==> config.mk <==
export PLATFORM = sky130hd
export DESIGN_NAME = branch_pred_ctrl_flat
export DESIGN_NICKNAME = d
export VERILOG_FILES = /design/src/rtl/branch_pred_ctrl_pkg.sv /design/src/rtl/branch_pred_ctrl_if.sv /design/src/rtl/branch_pred_ctrl_inflight_fifo.sv /design/src/rtl/branch_pred_ctrl.sv /design/src/flat_wrapper.sv
export SDC_FILE = /design/constraint.sdc
export NUM_CORES = 1
export LEC_CHECK = 0
export CORE_MARGIN = 2
export CORE_UTILIZATION = 40
export CTS_CLUSTER_DIAMETER = 120
export DETAILED_ROUTE_END_ITERATION = 16
export PLACE_DENSITY = 0.68
export SYNTH_ARGS = -nofsm -noshare
export SYNTH_HDL_FRONTEND = slang
export SYNTH_SLANG_ARGS = --single-unit
export TNS_END_PERCENT = 5
==> constraint.sdc <==
create_clock -name clk -period 3 [get_ports clk]
set_input_delay 0.6 -clock clk [delete_from_list [all_inputs] [get_ports clk]]
set_output_delay 0.6 -clock clk [all_outputs]
set_load 0.02 [all_outputs]
==> src/rtl/branch_pred_ctrl_pkg.sv <==
// Shared types and defaults for the branch predictor controller slice.
package lab4_branch_pkg;

  localparam int unsigned DEFAULT_NUM_INFLIGHT = 4;
  localparam int unsigned DEFAULT_PC_W         = 32;

  typedef struct packed {
    logic [DEFAULT_PC_W-1:0] pc;
    logic                    pred;
  } inflight_entry_t;

  typedef enum logic {
    RUN   = 1'b0,
    FLUSH = 1'b1
  } ctrl_state_t;

endpackage

==> src/rtl/branch_pred_ctrl_if.sv <==
// Fetch/execute/predictor signal bundle; master is the environment, slave is the controller.
interface branch_pred_ctrl_if #(
  parameter int unsigned NUM_INFLIGHT = 4,
  parameter int unsigned PC_W         = 32
);
  logic                          req_val;
  logic                          req_rdy;
  logic [PC_W-1:0]               req_pc;
  logic                          resp_taken;
  logic                          resolve_val;
  logic                          resolve_rdy;
  logic                          resolve_taken;
  logic                          mispredict;
  logic [PC_W-1:0]               pred_pc;
  logic                          pred_update_en;
  logic                          pred_update_val;
  logic                          pred_prediction;
  logic [$clog2(NUM_INFLIGHT):0] inflight_count;

  modport master (
    output req_val, req_pc, resolve_val, resolve_taken, pred_prediction,
    input  req_rdy, resp_taken, resolve_rdy, mispredict, pred_pc,
           pred_update_en, pred_update_val, inflight_count
  );

  modport slave (
    input  req_val, req_pc, resolve_val, resolve_taken, pred_prediction,
    output req_rdy, resp_taken, resolve_rdy, mispredict, pred_pc,
           pred_update_en, pred_update_val, inflight_count
  );
endinterface

==> src/rtl/branch_pred_ctrl_inflight_fifo.sv <==
// Circular FIFO of in-flight branches with push/pop/flush and occupancy count.
module branch_inflight_fifo #(
  parameter int unsigned DEPTH = 4,
  parameter int unsigned DW    = 33
) (
  input  logic                   clk_i,
  input  logic                   rst_i,
  input  logic                   push_i,
  input  logic                   pop_i,
  input  logic                   flush_i,
  input  logic [DW-1:0]          wdata_i,
  output logic [DW-1:0]          rdata_o,
  output logic [$clog2(DEPTH):0] count_o,
  output logic                   full_o,
  output logic                   empty_o
);
  localparam int unsigned AW       = $clog2(DEPTH);
  localparam logic [AW:0] FULL_CNT = (AW+1)'(DEPTH);

  logic [DW-1:0] mem_q [DEPTH];
  logic [AW-1:0] wptr_q, rptr_q;
  logic [AW:0]   count_q;
  logic          push_ok, pop_ok;

  assign full_o  = (count_q == FULL_CNT);
  assign empty_o = (count_q == '0);
  assign push_ok = push_i && !full_o;
  assign pop_ok  = pop_i && !empty_o;
  assign rdata_o = mem_q[rptr_q];
  assign count_o = count_q;

  always_ff @(posedge clk_i) begin
    if (push_ok) mem_q[wptr_q] <= wdata_i;
  end

  always_ff @(posedge clk_i) begin
    if (rst_i || flush_i) begin
      wptr_q  <= '0;
      rptr_q  <= '0;
      count_q <= '0;
    end else begin
      if (push_ok) wptr_q <= wptr_q + AW'(1);
      if (pop_ok)  rptr_q <= rptr_q + AW'(1);
      if (push_ok && !pop_ok)      count_q <= count_q + (AW+1)'(1);
      else if (pop_ok && !push_ok) count_q <= count_q - (AW+1)'(1);
    end
  end
endmodule

==> src/rtl/branch_pred_ctrl.sv <==
// Shares one bimodal predictor between fetch and in-order resolve; flags mispredicts.
// Optional statistics counters when BRANCH_PRED_CTRL_STATS_EN is defined.
module branch_pred_ctrl
  import lab4_branch_pkg::*;
#(
  parameter int unsigned NUM_INFLIGHT = DEFAULT_NUM_INFLIGHT,
  parameter int unsigned PC_W         = DEFAULT_PC_W
) (
  input  logic              clk,
  input  logic              reset,
  branch_pred_ctrl_if.slave bp
`ifdef BRANCH_PRED_CTRL_STATS_EN
  ,
  output logic [31:0]       stat_resolved,
  output logic [31:0]       stat_mispred
`endif
);
  ctrl_state_t   state_q, state_d;
  logic          mispredict_q, mispredict_d;
  logic [PC_W:0] head;
  logic [$clog2(NUM_INFLIGHT):0] count;
  logic          full, empty;
  logic          resolve_rdy, req_rdy, flush;
  logic          resolve_fire, req_fire;

  branch_inflight_fifo #(
    .DEPTH (NUM_INFLIGHT),
    .DW    (PC_W + 1)
  ) u_fifo (
    .clk_i   (clk),
    .rst_i   (reset),
    .push_i  (req_fire),
    .pop_i   (resolve_fire),
    .flush_i (flush),
    .wdata_i ({bp.req_pc, bp.pred_prediction}),
    .rdata_o (head),
    .count_o (count),
    .full_o  (full),
    .empty_o (empty)
  );

  always_ff @(posedge clk) begin
    if (reset) state_q <= RUN;
    else       state_q <= state_d;
  end

  always_comb begin
    state_d = state_q;
    unique case (state_q)
      RUN:     if (mispredict_d) state_d = FLUSH;
      FLUSH:   state_d = RUN;
      default: state_d = RUN;
    endcase
  end

  // Resolve owns the predictor port, so a pending request is held off this cycle.
  always_comb begin
    resolve_rdy = (state_q == RUN) && !empty;
    req_rdy     = (state_q == RUN) && !full && !(bp.resolve_val && resolve_rdy);
    flush       = (state_q == FLUSH);
  end

  assign resolve_fire = bp.resolve_val && resolve_rdy;
  assign req_fire     = bp.req_val && req_rdy;
  assign mispredict_d = resolve_fire && (bp.resolve_taken != head[0]);

  always_ff @(posedge clk) begin
    if (reset) mispredict_q <= 1'b0;
    else       mispredict_q <= mispredict_d;
  end

  assign bp.resolve_rdy     = resolve_rdy;
  assign bp.req_rdy         = req_rdy;
  assign bp.pred_pc         = resolve_fire ? head[PC_W:1] : bp.req_pc;
  assign bp.pred_update_en  = resolve_fire;
  assign bp.pred_update_val = resolve_fire && bp.resolve_taken;
  assign bp.resp_taken      = req_fire && bp.pred_prediction;
  assign bp.mispredict      = mispredict_q;
  assign bp.inflight_count  = count;

`ifdef BRANCH_PRED_CTRL_STATS_EN
  logic [31:0] stat_resolved_q, stat_mispred_q;

  always_ff @(posedge clk) begin
    if (reset) begin
      stat_resolved_q <= '0;
      stat_mispred_q  <= '0;
    end else begin
      if (resolve_fire) stat_resolved_q <= stat_resolved_q + 32'd1;
      if (mispredict_d) stat_mispred_q  <= stat_mispred_q + 32'd1;
    end
  end

  assign stat_resolved = stat_resolved_q;
  assign stat_mispred  = stat_mispred_q;
`endif
endmodule

==> src/flat_wrapper.sv <==
// flat-port wrapper written by rule: the top's interface ports become plain ports
module branch_pred_ctrl_flat import lab4_branch_pkg::*;
#(
  parameter int unsigned NUM_INFLIGHT = DEFAULT_NUM_INFLIGHT,
  parameter int unsigned PC_W         = DEFAULT_PC_W
)
  (clk, reset, bp_req_val, bp_req_pc, bp_resolve_val, bp_resolve_taken, bp_pred_prediction, bp_req_rdy, bp_resp_taken, bp_resolve_rdy, bp_mispredict, bp_pred_pc, bp_pred_update_en, bp_pred_update_val, bp_inflight_count);
  branch_pred_ctrl_if #(.NUM_INFLIGHT(NUM_INFLIGHT), .PC_W(PC_W)) bp_i ();
  input  logic clk;
  input  logic reset;
  input wire logic [$bits(bp_i.req_val)-1:0] bp_req_val;
  input wire logic [$bits(bp_i.req_pc)-1:0] bp_req_pc;
  input wire logic [$bits(bp_i.resolve_val)-1:0] bp_resolve_val;
  input wire logic [$bits(bp_i.resolve_taken)-1:0] bp_resolve_taken;
  input wire logic [$bits(bp_i.pred_prediction)-1:0] bp_pred_prediction;
  output wire logic [$bits(bp_i.req_rdy)-1:0] bp_req_rdy;
  output wire logic [$bits(bp_i.resp_taken)-1:0] bp_resp_taken;
  output wire logic [$bits(bp_i.resolve_rdy)-1:0] bp_resolve_rdy;
  output wire logic [$bits(bp_i.mispredict)-1:0] bp_mispredict;
  output wire logic [$bits(bp_i.pred_pc)-1:0] bp_pred_pc;
  output wire logic [$bits(bp_i.pred_update_en)-1:0] bp_pred_update_en;
  output wire logic [$bits(bp_i.pred_update_val)-1:0] bp_pred_update_val;
  output wire logic [$bits(bp_i.inflight_count)-1:0] bp_inflight_count;
  assign bp_i.req_val = bp_req_val;
  assign bp_i.req_pc = bp_req_pc;
  assign bp_i.resolve_val = bp_resolve_val;
  assign bp_i.resolve_taken = bp_resolve_taken;
  assign bp_i.pred_prediction = bp_pred_prediction;
  assign bp_req_rdy = bp_i.req_rdy;
  assign bp_resp_taken = bp_i.resp_taken;
  assign bp_resolve_rdy = bp_i.resolve_rdy;
  assign bp_mispredict = bp_i.mispredict;
  assign bp_pred_pc = bp_i.pred_pc;
  assign bp_pred_update_en = bp_i.pred_update_en;
  assign bp_pred_update_val = bp_i.pred_update_val;
  assign bp_inflight_count = bp_i.inflight_count;
  branch_pred_ctrl #(.NUM_INFLIGHT(NUM_INFLIGHT), .PC_W(PC_W)) u_core (.clk(clk), .reset(reset), .bp(bp_i));
endmodule
==> results.tsv <==
stage	metric	value	unit
global_route	vias in the first global route	3119	
timing	minimum clock period	2.84	ns
cts	CTS Hold Bufs	0	
worst_setup_path	reg2reg setup slack	0.65	ns
floorplan	DIE HEIGHT	126	µm
worst_setup_path	Worst Setup EP	bp_pred_pc[31]	
detailed_routing	First DRT Iteration DRCs	126	
floorplan	Die Area	0.0158	mm²
floorplan	I/O pins	79	
floorplan	core footprint	0.0145	mm²
cts	Clock Latency Late Sink	0.41	ns
detailed_routing	WL final	10600	µm
cts	CTS max path bufs	2	
worst_setup_path	crit path max fanout	14	
detailed_routing	Vias	2876	
detailed_routing	routed vias/inst	5.01	
timing	final hold slack	0.507	ns
yosys	Synth cell types	38	
worst_setup_path	Critical path origin	bp_resolve_val	
detailed_routing	TritonRoute pass-1 iters	4	
yosys	Synth Instances	273	
power_and_ir_drop	LEAKAGE	0.00262	µW
timing	final number of setup-violating endpoints	0	
cts	CTS clock-pin slew for the worst setup and hold paths	0.06	ns
cts	clock sinks	143	
layout	most frequent cells in the layout	edfxtp_1, clkdlybuf4s50_1, dlygate4sd2_1	
place	GP Congestion	0.698	
global_route	GRT Overall Usage	14.1	%
layout	fraction of layout cells with a size suffix above 1	30.8	%
timing	Setup Skew	0.00591	ns
worst_setup_path	r2r startpoint	u_core.u_fifo.count_o[0]	
power_and_ir_drop	PD cells	891	mW/mm²
worst_setup_path	cells on worst reg2reg path	8	
worst_setup_path	slowest stage cell on the critical path	clkdlybuf4s50_1	
layout	most common cell after layout, fill and taps aside	edfxtp_1	
worst_setup_path	CP Cell Sequence	clkdlybuf4s50_1, nand2b_1, nor2_4, buf_12, mux2_2, dlygate4sd2_1	
layout	Area Growth Syn to Fin	27.8	%
timing	Slew @ Worst Pin	0.358	ns
yosys	sequential area share after synthesis	70.6	%
timing	Final TNS setup	0	ns
layout	Core Util, Final	52.1	%
detailed_routing	Post-DRT Antenna Nets	0	
worst_setup_path	startpoint class of the critical path	primary input	
cts	total setup buffers inserted after CTS	0	
yosys	#FFs+latches synth	143	
worst_setup_path	Max stage delay on crit path	0.48	ns
cts	Max H-tree Level	4	
yosys	Synth area leaders	edfxtp_1, mux4_2, mux2_4	
cts	CTS Buf Count	17	
floorplan	die width	126	µm
hold_path	hold crit path type	reg -> reg	
worst_setup_path	reg2reg end	u_core.u_fifo.count_o[2]	
detailed_routing	DRC	0	
place	HPWL Detailed	6590	µm
timing	pins over their slew limit	0	
timing	Setup WS post-layout	0.158	ns
timing	Max Clk Rate	352	MHz
timing	RSZ-0062 raised after global routing	no	
worst_setup_path	Critical Path RT	2.40	ns
yosys	Ys Warns	0	
timing	slew margin rel.	76.1	%
layout	Final nets	421	
yosys	Yosys top cell area share	66.9	%
yosys	Synth area leader	edfxtp_1	
timing	final worst path period share	94.7	%
timing	Fin. Hold Viols	0	
global_route	global-route wire length before repair	16800	µm
worst_setup_path	Worst Setup End Kind	output port	
yosys	Post-Syn Area	0.00593	mm²
run_status	status	complete, no violations	
detailed_routing	wire per inst	18.4	µm
global_route	initial antenna violation count	0	
layout	Fillers	1188	
worst_setup_path	WS Path Type	in -> out	
cts	root cell of the clock tree	clkbuf_16	
floorplan	Initial Util	40.8	%
flow_run	Max Cap Viol	0	
place	number of I/O port buffers	78	
global_route	Overflow after GRT	0	
yosys	Avg Cell Area, Syn	21.7	µm²
cts	CTS tree	yes	
place	DP Worst Slack	-0.0786	ns
yosys	Synth Net Count	317	
layout	Diodes inserted	0	
worst_setup_path	Data arrival, critical path	2.24	ns
power_and_ir_drop	Worst VDD drop	0.617	mV
floorplan	FP Rows	44	
cts	post_cts resized	33	
global_route	largest net degree at the start of global routing	34	
flip-flops by register name, summed over array words and instances (netlist names), named ones only:
register               flops
u_core.flush               1
u_core.u_fifo.mem_q      132
u_core.u_fifo.count_o      3
u_core.bp.mispredict       1
u_core.u_fifo.wptr_q       2
u_core.u_fifo.rptr_q       2
worst min path at each step:
stage	start	to	slack, ns	depth (start not counted)
after floorplan	u_core.u_fifo.rptr_q[1]	register	0.45	2
after global placement	u_core.u_fifo.wptr_q[1]	u_core.u_fifo.wptr_q[1]	0.48	2
after detailed placement	u_core.u_fifo.rptr_q[1]	register	0.50	2
after CTS	u_core.u_fifo.rptr_q[1]	register	0.52	2
after global routing	u_core.u_fifo.wptr_q[1]	u_core.u_fifo.wptr_q[1]	0.55	2
final	u_core.u_fifo.rptr_q[1]	register	0.51	2
cell families after synthesis:
kind of cell / after synthesis / synth area share [%]
AND/OR/NAND/NOR: 28 / 3.21
adder cells (fa/ha/maj): 6 / 1.39
buffers and inverters: 17 / 2.32
flip-flops: 143 / 70.6
AO/OA/AOI/OAI: 8 / 0.760
XOR/XNOR: 3 / 0.443
multiplexers: 68 / 21.3
synth_stat cells, drive strengths merged:
master	count
a21oi	4
and2	5
and3	1
buf	8
clkbuf	4
dfxtp	11
edfxtp	132
fa	1
ha	5
inv	5
mux2	33
mux2i	2
mux4	33
nand2	2
nand2b	1
nand3	1
nor2	7
nor2b	1
nor3	4
nor3b	1
nor4b	1
o21a	1
o21ai	2
o31ai	1
or2	1
or3	2
or4	1
xnor2	1
xor2	2
layer usage:
layer  part of all wire [%]  wire (µm)  GRT usage, %  vias to the layer above
li1                       -          -             -                     1326
met1                     43       4560          17.1                     1475
met2                     51       5430          24.3                       64
met3                    4.4        469          3.99                       11
met4                    1.1        114          5.24                        0
met5                      0          0             0                        -
per-stage QoR:
step                total power (µW)  std cells  instance area, µm²
global route                    7060        574                7570
floorplan                       4160        273                5930
global placement                4970        542                7060
detailed placement              5000        542                7060
CTS                             6850        574                7570
finish                          6750        574                7570
critical path: cells and delay by family:
family,cells,cell delay (ns)
buffers and inverters,3,1.00
muxes,1,0.35
and+or+nand+nor,2,0.30
power breakdown:
part	switching, µW	internal [µW]	total (µW)
Clock	739	1210	1950
Sequential	106	2500	2600
Combinational	1070	1130	2200
Total	1920	4830	6750
final cells by class:
| class | count | area [µm²] | share of cell area [%] |
|---|---|---|---|
| Clock inverter | 12 | 120 | 1.59 |
| Sequential cell | 143 | 4190 | 55.3 |
| Timing Repair Buffer | 97 | 970 | 12.8 |
| Tap cell | 184 | 230 | 3.04 |
| Clock buffer | 20 | 437 | 5.77 |
| Inverter | 5 | 18.8 | 0.248 |
| Multi-Input combinational cell | 113 | 1610 | 21.3 |
Power figures use the tool's default switching activity.
